--- config.mk ---
export PLATFORM = sky130hd
export DESIGN_NAME = digit_scan_selector
export DESIGN_NICKNAME = d
export VERILOG_FILES = /design/src/rtl/digit_scan_selector.sv
export SDC_FILE = /design/constraint.sdc
export NUM_CORES = 1
export LEC_CHECK = 0
export ABC_CLOCK_PERIOD_IN_PS = 1600
export CAP_MARGIN = 25
export CORE_MARGIN = 2
export CORE_UTILIZATION = 30
export CTS_BUF_LIST = sky130_fd_sc_hd__clkbuf_8
export CTS_CLUSTER_SIZE = 16
export DETAILED_ROUTE_END_ITERATION = 7
export PLACE_DENSITY_LB_ADDON = 0.1
export SLEW_MARGIN = 20
export SYNTH_ARGS = -nofsm -noshare
export SYNTH_HDL_FRONTEND = slang
export SYNTH_SLANG_ARGS = --single-unit
--- constraint.sdc ---
create_clock -name CLK -period 1.6 [get_ports CLK]
set_input_delay 0.16 -clock CLK [delete_from_list [all_inputs] [get_ports CLK]]
set_output_delay 0.16 -clock CLK [all_outputs]
set_load 0.01 [all_outputs]
--- src/rtl/digit_scan_selector.sv ---
// digit_scan_selector: self-scanning CH-channel display selector.
// Holds a per-frame snapshot of the counter bank and steps through the
// channels on a prescaled tick, or follows SEL_IN in manual mode.
// Outputs are registered from the scan index and frame, so they trail an
// index change by one clock. There is no valid/ready handshake: the
// outputs are a continuous, registered display stream.
module digit_scan_selector #(
    parameter  int CH  = 4,
    parameter  int W   = 4,
    parameter  int DIV = 16,
    localparam int SW  = (CH > 1) ? $clog2(CH) : 1
) (
    input  logic              CLK,
    input  logic              RST,
    input  logic [CH*W-1:0]   CNT_BUS,
    input  logic              EN,
    input  logic              MODE,
    input  logic [SW-1:0]     SEL_IN,
    input  logic              LZB,
    output logic [W-1:0]      CNT,
    output logic [SW-1:0]     SEL,
    output logic [CH-1:0]     DIG_EN,
    output logic              BLANK
);

    localparam int PW = (DIV > 1) ? $clog2(DIV) : 1;

    logic [PW-1:0]   pre_q,   pre_d;
    logic [SW-1:0]   idx_q,   idx_d;
    logic [CH*W-1:0] frame_q, frame_d;

    logic [W-1:0]    cnt_q,   cnt_d;
    logic [SW-1:0]   sel_q,   sel_d;
    logic [CH-1:0]   dig_q,   dig_d;
    logic            blank_q, blank_d;

    logic            tick;
    logic            tail_nz;

    assign tick = (pre_q == PW'(DIV - 1));

    // Scan state: prescaler, channel index and frame snapshot.
    always_comb begin
        pre_d   = pre_q;
        idx_d   = idx_q;
        frame_d = frame_q;
        if (EN) begin
            if (MODE) begin
                // Manual wins over any pending tick; the frame is transparent.
                pre_d   = '0;
                idx_d   = (SEL_IN > SW'(CH - 1)) ? SW'(CH - 1) : SEL_IN;
                frame_d = CNT_BUS;
            end else if (tick) begin
                pre_d = '0;
                if (idx_q == SW'(CH - 1)) begin
                    // Frame boundary: the only point the bus is sampled.
                    idx_d   = '0;
                    frame_d = CNT_BUS;
                end else begin
                    idx_d = idx_q + SW'(1);
                end
            end else begin
                pre_d = pre_q + PW'(1);
            end
        end
    end

    // Display outputs derived from the current index and frame.
    always_comb begin
        tail_nz = 1'b0;
        for (int k = 0; k < CH; k++) begin
            if (k >= int'(idx_q) && frame_q[k*W +: W] != '0) begin
                tail_nz = 1'b1;
            end
        end
        cnt_d   = frame_q[int'(idx_q)*W +: W];
        sel_d   = idx_q;
        dig_d   = CH'(1) << idx_q;
        blank_d = LZB && (idx_q != '0) && !tail_nz;
        if (!EN) begin
            // Display dark while disabled; SEL keeps showing the held slot.
            cnt_d   = '0;
            sel_d   = sel_q;
            dig_d   = '0;
            blank_d = 1'b1;
        end
    end

    // State and output registers with asynchronous reset.
    always_ff @(posedge CLK or posedge RST) begin
        if (RST) begin
            pre_q   <= '0;
            idx_q   <= '0;
            frame_q <= '0;
            cnt_q   <= '0;
            sel_q   <= '0;
            dig_q   <= '0;
            blank_q <= 1'b0;
        end else begin
            pre_q   <= pre_d;
            idx_q   <= idx_d;
            frame_q <= frame_d;
            cnt_q   <= cnt_d;
            sel_q   <= sel_d;
            dig_q   <= dig_d;
            blank_q <= blank_d;
        end
    end

    assign CNT    = cnt_q;
    assign SEL    = sel_q;
    assign DIG_EN = dig_q;
    assign BLANK  = blank_q;

endmodule

==> results by group <==
Clock tree
  • Deepest clock path buffer count: 2
  • Post-CTS setup buffers: 0
  • # H-tree levels: 2
  • CTS Hold Bufs: 0
  • Inserted Clock Buffers: 5
  • Worst-skew pair later-pin latency: 290 ps
  • Post-CTS clock slew at the launch and capture registers of the worst setup and hold paths: approximately 70 ps
  • CTS tree: done
  • Cell at the root of the clock tree: sky130_fd_sc_hd__clkbuf_8
  • Num Clock Sinks: 33

STA
  • Final-report setup violation count: 0
  • RSZ-0062 raised after global routing: true
  • Hold Worst Slack: 263 ps
  • Final slew viol count: 0
  • Pin slew with the least headroom to its limit: roughly 430 ps
  • Final cycle utilization of the critical path: 0.970
  • Worst slew slack as a fraction of its limit: 0.715
  • Post-route setup TNS: 0 ps
  • Total count of hold-check failures in the final report: 0
  • Upper clock frequency limit: 645 MHz
  • Skew final: ~6.6 ps
  • Post-route minimum period: roughly 1600 ps

Floorplan
  • Placeable Area: 0.00501 sq mm
  • Full die area: 0.00570 sq mm
  • Vertical extent of the die: 75.5 um
  • I/O pins: 34
  • Starting density of the core: 0.306
  • Die X: 75.5 um
  • Row Count: 26

Route
  • Overall routed net length: 3.12 mm
  • Residual antenna-violating net count after detailed routing: 0
  • Metal-1 WL: 1.35 mm
  • Average wire length per cell after detail routing: 14.0 um
  • Detailed Routing Iterations Pass 1: 4
  • Met2 wire length: between 1 and 1.5 mm
  • Routed vias: ~960
  • Met3 Routed Length: 183 um
  • Number of DRC violations after detailed-routing iteration 0: 35
  • Highest routed metal layer: met4
  • DRC violations left: 0
  • Via density per instance: about 4.3

GRT
  • Global routing usage summed across all routing layers: 0.129
  • Sum of overflow across all layers after global routing: 0
  • Number of antenna violations at the first check in global routing: 0
  • Pin count of the biggest net entering global routing: 34
  • First-pass GRT wire length: 5.20 mm
  • Via count of the first global-routing pass: 1062

Logic synthesis
  • Mapped Cells: 106
  • Basic-gate share of the synthesized area counting and, or, nand and nor cells: 0.0848
  • Cell with the most instances after synthesis: sky130_fd_sc_hd__dfrtp_1
  • Mux share of post-synthesis cell area: 0.235
  • Warnings from Yosys: 0
  • Post-synthesis compound-gate area fraction: 0.0343
  • Cell taking the most area after synthesis: sky130_fd_sc_hd__dfrtp_1
  • Post-Syn Area per Cell: around 14 sq um
  • Adder-cell area share of the yosys netlist: 0.0489
  • Post-Syn Nets: 135
  • Post-synthesis cell area: 0.00153 sq mm
  • Number of synthesized flops with an enable pin: 0
  • Share of the synthesized area in the top cell type: 0.538
  • Fraction of the yosys area taken by sequential cells: 0.538
  • Xor/xnor cell area share of the yosys netlist: 0.0114
  • Cell variety after synth: 29
  • Combinational family with the most area after synthesis: multiplexers
  • Yosys reg bits: 33
  • Top cells by instance count after synthesis: sky130_fd_sc_hd__dfrtp_1 (33), sky130_fd_sc_hd__mux2_4 (10), sky130_fd_sc_hd__and2_1 (8), sky130_fd_sc_hd__mux2_2 (8), sky130_fd_sc_hd__ha_1 (6)
  • Fraction of synthesis flops using an asynchronous set or reset pin: 1.00
  • Synth top area cells: sky130_fd_sc_hd__dfrtp_1 (54%), sky130_fd_sc_hd__mux2_4 (9.8%), sky130_fd_sc_hd__mux2_2 (5.9%)
  • Post-synth top flop: sky130_fd_sc_hd__dfrtp_1

Setup path
  • Top cell family by delay on the critical path: flip-flops
  • CP max stage delay: 390 ps
  • Crit path capture type: flop
  • Crit Path Max Fanout: 8
  • Worst reg2reg setup slack: 50 ps
  • Signal arrival time at the worst endpoint: around 1700 ps
  • R2r endpoint: frame_q[15]$_DFFE_PP0P_
  • Worst path cell trace: ha_1, a41o_2, nand2_4, mux2_4
  • Critical path's slowest cell: sky130_fd_sc_hd__dfrtp_1
  • R2r startpoint: idx_q[0]$_DFFE_PP0P_
  • Path type of the worst setup path: reg2reg
  • Reg2Reg Depth: 4
  • Critical Path Source Type: flop
  • Buf+Inv Stages, Crit Path: 0
  • Worst EP required: 1780 ps

Pwr
  • Tot Pwr: between 2 and 3 mW
  • VDD IR max: 0.344 mV
  • Static leakage: just over 0.9 nW
  • Switching power share of the total: 0.291
  • Pwr/cell area: about 1200 mW/mm^2
  • Net load switching power: 0.743 mW
  • Sequential share of power: 0.435
  • Clock network fraction of design power: 0.237
  • Logic gate share of total power: 0.328
  • Cell internal power dissipation: 1.81 mW

Placement
  • Total placed cells including tap cells: 213
  • Detailed-placement wirelength estimate: 2.20 mm
  • Final RePlAce weighted congestion: 0.774
  • Port Buffer Count: 33

Finish
  • Final net count: 180
  • Share of final-layout standard cells stronger than drive strength 1: 0.270
  • Multi-input logic area: 656 sq um
  • Layout-stage area growth over the synthesis result: 35.0%
  • FF/Latch Area: 827 sq um
  • Number of diodes: 0
  • Filler Cells Inserted: a little under 500
  • Utilization of the core after routing: 0.413
  • Post-Layout Cell Count: 222

Outcome
  • Run status: completed

Flow run
  • Number of maximum-capacitance violations: 0

Min path
  • Path type of the worst min-delay path: in2async
-- per-layer routing --
metal	vias up	track usage
met4	0	0.0819
met1	464	0.162
met3	8	0.0357
met5	-	0
li1	462	-
met2	28	0.195
-- worst max-delay path by stage --
stage	cells after the start	from	slack (ps)	to
after floorplan	5	idx_q[1]$_DFFE_PP0P_	4	frame_q[0]$_DFFE_PP0P_
after CTS	4	idx_q[1]$_DFFE_PP0P_	30	frame_q[14]$_DFFE_PP0P_
after global placement	4	idx_q[1]$_DFFE_PP0P_	20	frame_q[9]$_DFFE_PP0P_
final	4	idx_q[0]$_DFFE_PP0P_	50	frame_q[15]$_DFFE_PP0P_
after global routing	4	pre_q[1]$_DFFE_PP0P_	-10	frame_q[6]$_DFFE_PP0P_
after detailed placement	4	idx_q[0]$_DFFE_PP0P_	-40	frame_q[14]$_DFFE_PP0P_
-- registers in the layout, indices dropped and copies added, names as in the netlist --
signal / count
frame_q: 16
CNT: 4
DIG_EN: 4
pre_q: 4
SEL: 2
idx_q: 2
BLANK: 1
-- cells by family after synthesis --
kind of cell,count (synthesis)
buffers and inverters,10
AOI/OAI and AO/OA,8
and+or+nand+nor,22
muxes,25
DFF,33
adders and majority gates,6
xor gates and xnor gates,2
-- power groups by stage --
stage	registers (mW)	clock network, mW	logic, mW
floorplan	1.17	0	0.424
global placement	1.12	0	0.835
detailed placement	1.13	0	0.843
CTS	1.11	0.630	0.850
global route	1.13	0.663	0.930
finish	1.11	0.606	0.837
-- area by class of cell --
class	instances	area share
clock buffer	5	0.0332
timing repair buffer	42	0.192
multi-input combinational	64	0.317
sequential	33	0.399
clock inverter	3	0.00725
tap	70	0.0423
inverter	5	0.00906
-- placed cells by master (no fill, tap or decap), types with 4 or more instances in the layout --
cell	Yosys	final
sky130_fd_sc_hd__and2_1	8	8
sky130_fd_sc_hd__buf_4	0	9
sky130_fd_sc_hd__clkbuf_8	1	5
sky130_fd_sc_hd__clkdlybuf4s50_1	0	33
sky130_fd_sc_hd__dfrtp_1	33	32
sky130_fd_sc_hd__ha_1	6	6
sky130_fd_sc_hd__inv_1	5	7
sky130_fd_sc_hd__mux2_2	8	8
sky130_fd_sc_hd__mux2_4	10	10
sky130_fd_sc_hd__mux4_2	4	4
-- repair_timing --
action | CTS | global route
gates cloned | 0 | 1
setup endpoints to repair | 6 | 6
resized for setup | 1 | 0
-- per-stage QoR --
stage                     setup slack [ps]  instance area [sq um]
final                                 48.6                   2070
after global routing                 -12.3                   2070
after CTS                             31.9                   2060
after detailed placement             -36.6                   1970
after global placement                22.8                   1970
after floorplan                       4.28                   1540
-- worst reg2reg max path, cell delays in order (launching register included) --
cell                      delay (ps)
sky130_fd_sc_hd__dfrtp_1         390
sky130_fd_sc_hd__ha_1            220
sky130_fd_sc_hd__a41o_2          340
sky130_fd_sc_hd__nand2_4         170
sky130_fd_sc_hd__mux2_4          320
No activity file was read; power rests on OpenSTA's default activity.
